[config.mk]
export PLATFORM = sky130hd
export DESIGN_NAME = encoder_16_4_stream
export DESIGN_NICKNAME = d
export VERILOG_FILES = /design/src/rtl/encoder_pkg.sv /design/src/rtl/priority_encoder_16_4.sv /design/src/rtl/encoder_16_4_stream.sv
export SDC_FILE = /design/constraint.sdc
export NUM_CORES = 1
export LEC_CHECK = 0
export ABC_CLOCK_PERIOD_IN_PS = 2400
export CORE_MARGIN = 3
export CORE_UTILIZATION = 48
export DETAILED_ROUTE_END_ITERATION = 16
export PLACE_DENSITY = 0.76
export SETUP_SLACK_MARGIN = 0.15
export SLEW_MARGIN = 10
export SYNTH_ARGS = -nofsm -noshare
export SYNTH_HDL_FRONTEND = slang
export SYNTH_SLANG_ARGS = --single-unit
[constraint.sdc]
create_clock -name clk -period 2.4 [get_ports clk]
set_clock_uncertainty 0.05 [all_clocks]
set_input_delay 0.24 -clock clk [delete_from_list [all_inputs] [get_ports clk]]
set_output_delay 0.24 -clock clk [all_outputs]
set_load 0.01 [all_outputs]
[src/rtl/encoder_pkg.sv]
// Shared types and constants for the 16-to-4 streaming encoder.
package encoder_pkg;

  localparam int W  = 16;
  localparam int IW = 4;

  typedef enum logic [0:0] {
    IDLE = 1'b0,
    EMIT = 1'b1
  } state_e;

  // Drops the lowest set bit: v & (v - 1).
  function automatic logic [W-1:0] clear_lowest(input logic [W-1:0] v);
    return v & (v - 16'd1);
  endfunction

endpackage

[src/rtl/priority_encoder_16_4.sv]
// Combinational lowest-set-bit encoder with an any-set flag.
module priority_encoder_16_4
  import encoder_pkg::*;
(
  input  logic [W-1:0]  vec_i,
  output logic [IW-1:0] idx_o,
  output logic          any_o
);

  // Scan from the top down so the lowest set bit is the one that sticks.
  always_comb begin
    idx_o = '0;
    for (int i = W - 1; i >= 0; i--) begin
      idx_o = vec_i[i] ? IW'(i) : idx_o;
    end
    any_o = |vec_i;
  end

endmodule

[src/rtl/encoder_16_4_stream.sv]
// Streams the index of every set bit of an accepted 16-bit vector, lowest first,
// over a valid/ready handshake; all-zero vectors produce a one-cycle zero_vec pulse.
module encoder_16_4_stream
  import encoder_pkg::*;
(
  input  logic          clk,
  input  logic          rst_n,
  input  logic [W-1:0]  vec_in,
  input  logic          vec_valid,
  output logic          vec_ready,
  output logic [IW-1:0] idx_out,
  output logic          idx_valid,
  input  logic          idx_ready,
  output logic          idx_last,
  output logic          zero_vec
);

  state_e          state_q, state_d;
  logic [W-1:0]    pending_q, pending_d;
  logic [IW-1:0]   idx_q, idx_d;
  logic            idx_valid_q, idx_valid_d;
  logic            idx_last_q, idx_last_d;
  logic            zero_vec_q, zero_vec_d;

  logic [W-1:0]    enc_in_s;
  logic [W-1:0]    enc_rest_s;
  logic [IW-1:0]   enc_idx_s;
  logic            enc_any_s;

  // One encoder serves both the fresh vector and the remaining pending bits.
  assign enc_in_s   = (state_q == IDLE) ? vec_in : pending_q;
  assign enc_rest_s = clear_lowest(enc_in_s);

  priority_encoder_16_4 u_penc (
    .vec_i (enc_in_s),
    .idx_o (enc_idx_s),
    .any_o (enc_any_s)
  );

  // Next-state and output-register logic.
  always_comb begin
    state_d     = state_q;
    pending_d   = pending_q;
    idx_d       = idx_q;
    idx_valid_d = idx_valid_q;
    idx_last_d  = idx_last_q;
    zero_vec_d  = 1'b0;
    case (state_q)
      IDLE: begin
        if (vec_valid) begin
          if (enc_any_s) begin
            state_d     = EMIT;
            idx_d       = enc_idx_s;
            pending_d   = enc_rest_s;
            idx_last_d  = (enc_rest_s == 16'h0000);
            idx_valid_d = 1'b1;
          end else begin
            zero_vec_d  = 1'b1;
          end
        end else begin
          state_d = IDLE;
        end
      end
      EMIT: begin
        if (idx_valid_q && idx_ready) begin
          if (idx_last_q) begin
            state_d     = IDLE;
            idx_valid_d = 1'b0;
          end else begin
            idx_d      = enc_idx_s;
            pending_d  = enc_rest_s;
            idx_last_d = (enc_rest_s == 16'h0000);
          end
        end else begin
          state_d = EMIT;
        end
      end
      default: begin
        state_d     = IDLE;
        pending_d   = 16'h0000;
        idx_valid_d = 1'b0;
        idx_last_d  = 1'b0;
      end
    endcase
  end

  // State and output registers.
  always_ff @(posedge clk or negedge rst_n) begin
    if (!rst_n) begin
      state_q     <= IDLE;
      pending_q   <= 16'h0000;
      idx_q       <= 4'd0;
      idx_valid_q <= 1'b0;
      idx_last_q  <= 1'b0;
      zero_vec_q  <= 1'b0;
    end else begin
      state_q     <= state_d;
      pending_q   <= pending_d;
      idx_q       <= idx_d;
      idx_valid_q <= idx_valid_d;
      idx_last_q  <= idx_last_d;
      zero_vec_q  <= zero_vec_d;
    end
  end

  assign vec_ready = (state_q == IDLE);
  assign idx_out   = idx_q;
  assign idx_valid = idx_valid_q;
  assign idx_last  = idx_last_q;
  assign zero_vec  = zero_vec_q;

endmodule

==> out/results.tsv <==
stage	metric	value	unit
global_route	antenna violations before repair	0	
global_route	total grt overflow	0	
detailed_routing	final WL	5690	um
power_and_ir_drop	power per cell area	1490	mW/mm^2
detailed_routing	vias per inst	6.26	
floorplanning	Initial Util	50.9	%
global_route	GR Util All Layers	27.5	%
cts	Hold-fix buffers, CTS	0	
timing	Fin Setup TNS	-1950	ps
timing	Slew HR	65.3	%
cts	CTS tree	yes	
global_route	largest net degree at the start of global routing	24	
synthesis	EDFF count, synth	0	
layout	most frequent cells in the layout	buf_4 (44), clkdlybuf4s50_1 (26), dfrtp_1 (22)	
outcome	status	complete, but fails checks	
setup_path	Top delay family on crit path	simple AND/OR/NAND/NOR gates	
layout	ANT cells	0	
setup_path	Cell Chain, Critical Path	buf_6, or3b_4, a222oi_1, buf_4, a311oi_2, or2_4, buf_12, mux2_4	
detailed_routing	met2 wire len	2960	um
synthesis	Most used DFF post-synth	dfrtp_1	
setup_path	Crit Path Max Fanout	7	
timing	unrepaired setup endpoints after global routing	true	
detailed_routing	ANT nets after route	0	
floorplanning	Rows	21	
setup_path	critical path class	flip-flop to flip-flop	
cts	H-tree lvl count	1	
layout	Synth-to-Final Area Change	50.7	%
synthesis	flops & latches, synth	23	
setup_path	startpoint type of the worst setup path	flip-flop	
hold_path	worst hold path class	input port to async pin	
placement	buffers added on ports	27	
synthesis	Yosys warning count	0	
cts	largest buffer count on any clock path	2	
synthesis	Mapped Nets	208	
cts	clock root cell	clkbuf_4	
layout	Multi-input gate area	0.00119	mm^2
layout	Util after Layout	76.8	%
floorplanning	Core Box Area	0.00339	mm^2
setup_path	crit path DAT	2720	ps
timing	fmax	0.389	GHz
setup_path	required time worst endpoint	2550	ps
synthesis	Syn Std Cell Area	0.00173	mm^2
global_route	vias in the first global route	1893	
cts	Clk Latency, worst-skew pair	320	ps
layout	share of layout cells above drive strength 1	36.3	%
placement	Place WS	-428	ps
synthesis	library cells used by synthesis	56	
cts	CTS clk-pin slew, worst paths	130	ps
power_and_ir_drop	Max IR drop VDD	0.000745	V
cts	Num Clock Sinks	23	
setup_path	CP Capture Type	flip-flop	
detailed_routing	TritonRoute pass-1 iters	4	
synthesis	Syn Inst Count	188	
floorplanning	I/O pins	28	
placement	Final HPWL DP	3970	um
setup_path	crit path max-delay cell type	dfrtp_2	
layout	leading cell type in the layout, fill and taps excluded	buf_4	
floorplanning	die width	66.0	um
timing	Worst Setup Slack, final	-171	ps
layout	Register Area	577	um^2
timing	post-route clock period utilization	107	%
synthesis	ys async rst share	100	%
detailed_routing	Initial DRC Count	201	
detailed_routing	DRC	0	
layout	fin cells	308	
detailed_routing	top routing layer in use	met4	
synthesis	Syn Area/Cell	9.18	um^2
floorplanning	die area	0.00435	mm^2
timing	post-layout min period	2570	ps
timing	final hold viol count	0	
power_and_ir_drop	Lkg Pwr	1.19	nW
cts	total CTS buffers	3	
detailed_routing	DRT met1 WL	2260	um
detailed_routing	per-cell routed wire length	18.5	um
setup_path	CP Buf/Inv Count	3	
floorplanning	Die Y-Extent	66.0	um
timing	Slew Limit Fails	0	
setup_path	Critical Path Max Stage Delay	470	ps
global_route	first-pass GRT wire length	9220	um
timing	Setup-failing EPs final	19	
layout	# fillers	221	
layout	nets@finish	283	
detailed_routing	Vias	1928	
placement	Placer Congestion	0.941	
detailed_routing	met3 wire length	352	um
flow_run	maxcap violations	0	
placement	dpl cells	295	
outcome	failing checks	setup timing	
timing	worst slew pin tran	506	ps
synthesis	Seq/Total Area, Yosys	33.3	%
## cells by family (layout without fill, tap and decap cells)
kind of cell / Yosys count / in the layout / synth area share [%]
and+or+nand+nor: 66 / 66 / 21.6
muxes: 26 / 26 / 17.1
AOI/OAI and AO/OA: 54 / 54 / 22.0
DFF: 23 / 23 / 33.3
buffers and inverters: 16 / 90 / 4.28
adders and majority gates: 3 / 3 / 1.74
## what timing repair did
action	CTS	global route
endpoints found under the setup margin	21	23
resized for setup	28	6
setup buffers	3	5
pin swaps	9	4
gates cloned	1	0
## synthesized netlist by cell type, types with 2 or more instances
master     n  share of area (%)
a211oi_1   3                1.3
a21o_1     3                1.3
a21oi_1    9                2.6
a31oi_1    6                2.2
and2_1     5                1.8
and3_1     4                1.4
buf_2      2               0.58
clkbuf_1   5                1.1
dfrtp_1   23                 33
inv_1      7                1.5
maj3_1     3                1.7
mux2_1     7                4.6
mux2_2     5                3.3
mux2_4     4                3.5
mux2i_1   10                5.8
nand2_1   10                2.2
nand3_1    5                1.4
nand4_1    3                1.1
nor2_1    10                2.2
nor2b_1    4                1.4
nor3_1     7                2.0
nor3b_1    3                1.3
o211a_1    2                1.2
o211ai_1   4                1.7
o21ai_0    6                1.7
o21ai_1    3               0.87
o22ai_1    2               0.72
or3_1      4                1.4
or3b_2     2                1.0
## state kept, by name, indices dropped and copies added, names as in the netlist
name / count
idx_last: 1
idx_out: 4
idx_valid: 1
pending_q: 15
state_q: 1
zero_vec: 1
## worst paths after layout
kind | cells past startpoint | startpoint | to | slack, ps
worst max-delay path | 8 | state_q | idx_out[2] | -170
worst min-delay path | 2 | rst_n | state_q | 220
worst max register to register | 8 | state_q | idx_out[2] | -170
worst min register to register | 1 | pending_q[10] | pending_q[10] | 480
max in group asynchronous | 2 | rst_n | pending_q[6] | 1820
min in group clk | 1 | pending_q[10] | pending_q[10] | 480
## worst reg2reg max path, delay by kind of cell (launching register included)
kind	cells	cell delay, ps
and+or+nand+nor	2	680
buffers and inverters	3	490
AOI/OAI and AO/OA	2	480
DFF	1	470
muxes	1	300
## stage by stage
| stage | power [mW] | hold WS, ps | instance area [um^2] |
|---|---|---|---|
| after global placement | 2.97 | 420 | 2350 |
| after detailed placement | 3.06 | 444 | 2350 |
| after floorplan | 2.13 | -106 | 1740 |
| after global routing | 4.12 | 233 | 2600 |
| final | 3.87 | 218 | 2600 |
| after CTS | 3.68 | 221 | 2540 |
## power by group
part / total (mW) / switching [mW] / internal (mW)
Clock: 0.181 / 0.119 / 0.0623
Sequential: 0.697 / 0.149 / 0.547
Combinational: 2.99 / 1.42 / 1.57
Total: 3.87 / 1.69 / 2.18
## layer usage
layer / GRT usage, % / vias to the layer above
met5: 0 / -
met4: 8.88 / 0
met3: 2.38 / 18
met2: 50.6 / 86
met1: 33.4 / 955
li1: - / 869
## area by class of cell
cell class                      instances  share of cell area [%]
Multi-Input combinational cell        149                    45.8
Timing Repair Buffer                   79                    27.6
Sequential cell                        23                    22.2
Tap cell                               46                    2.21
Inverter                                7                    1.15
Clock buffer                            3                   0.865
Clock inverter                          1                   0.192
Note: power is estimated with default switching activity, not from simulation.
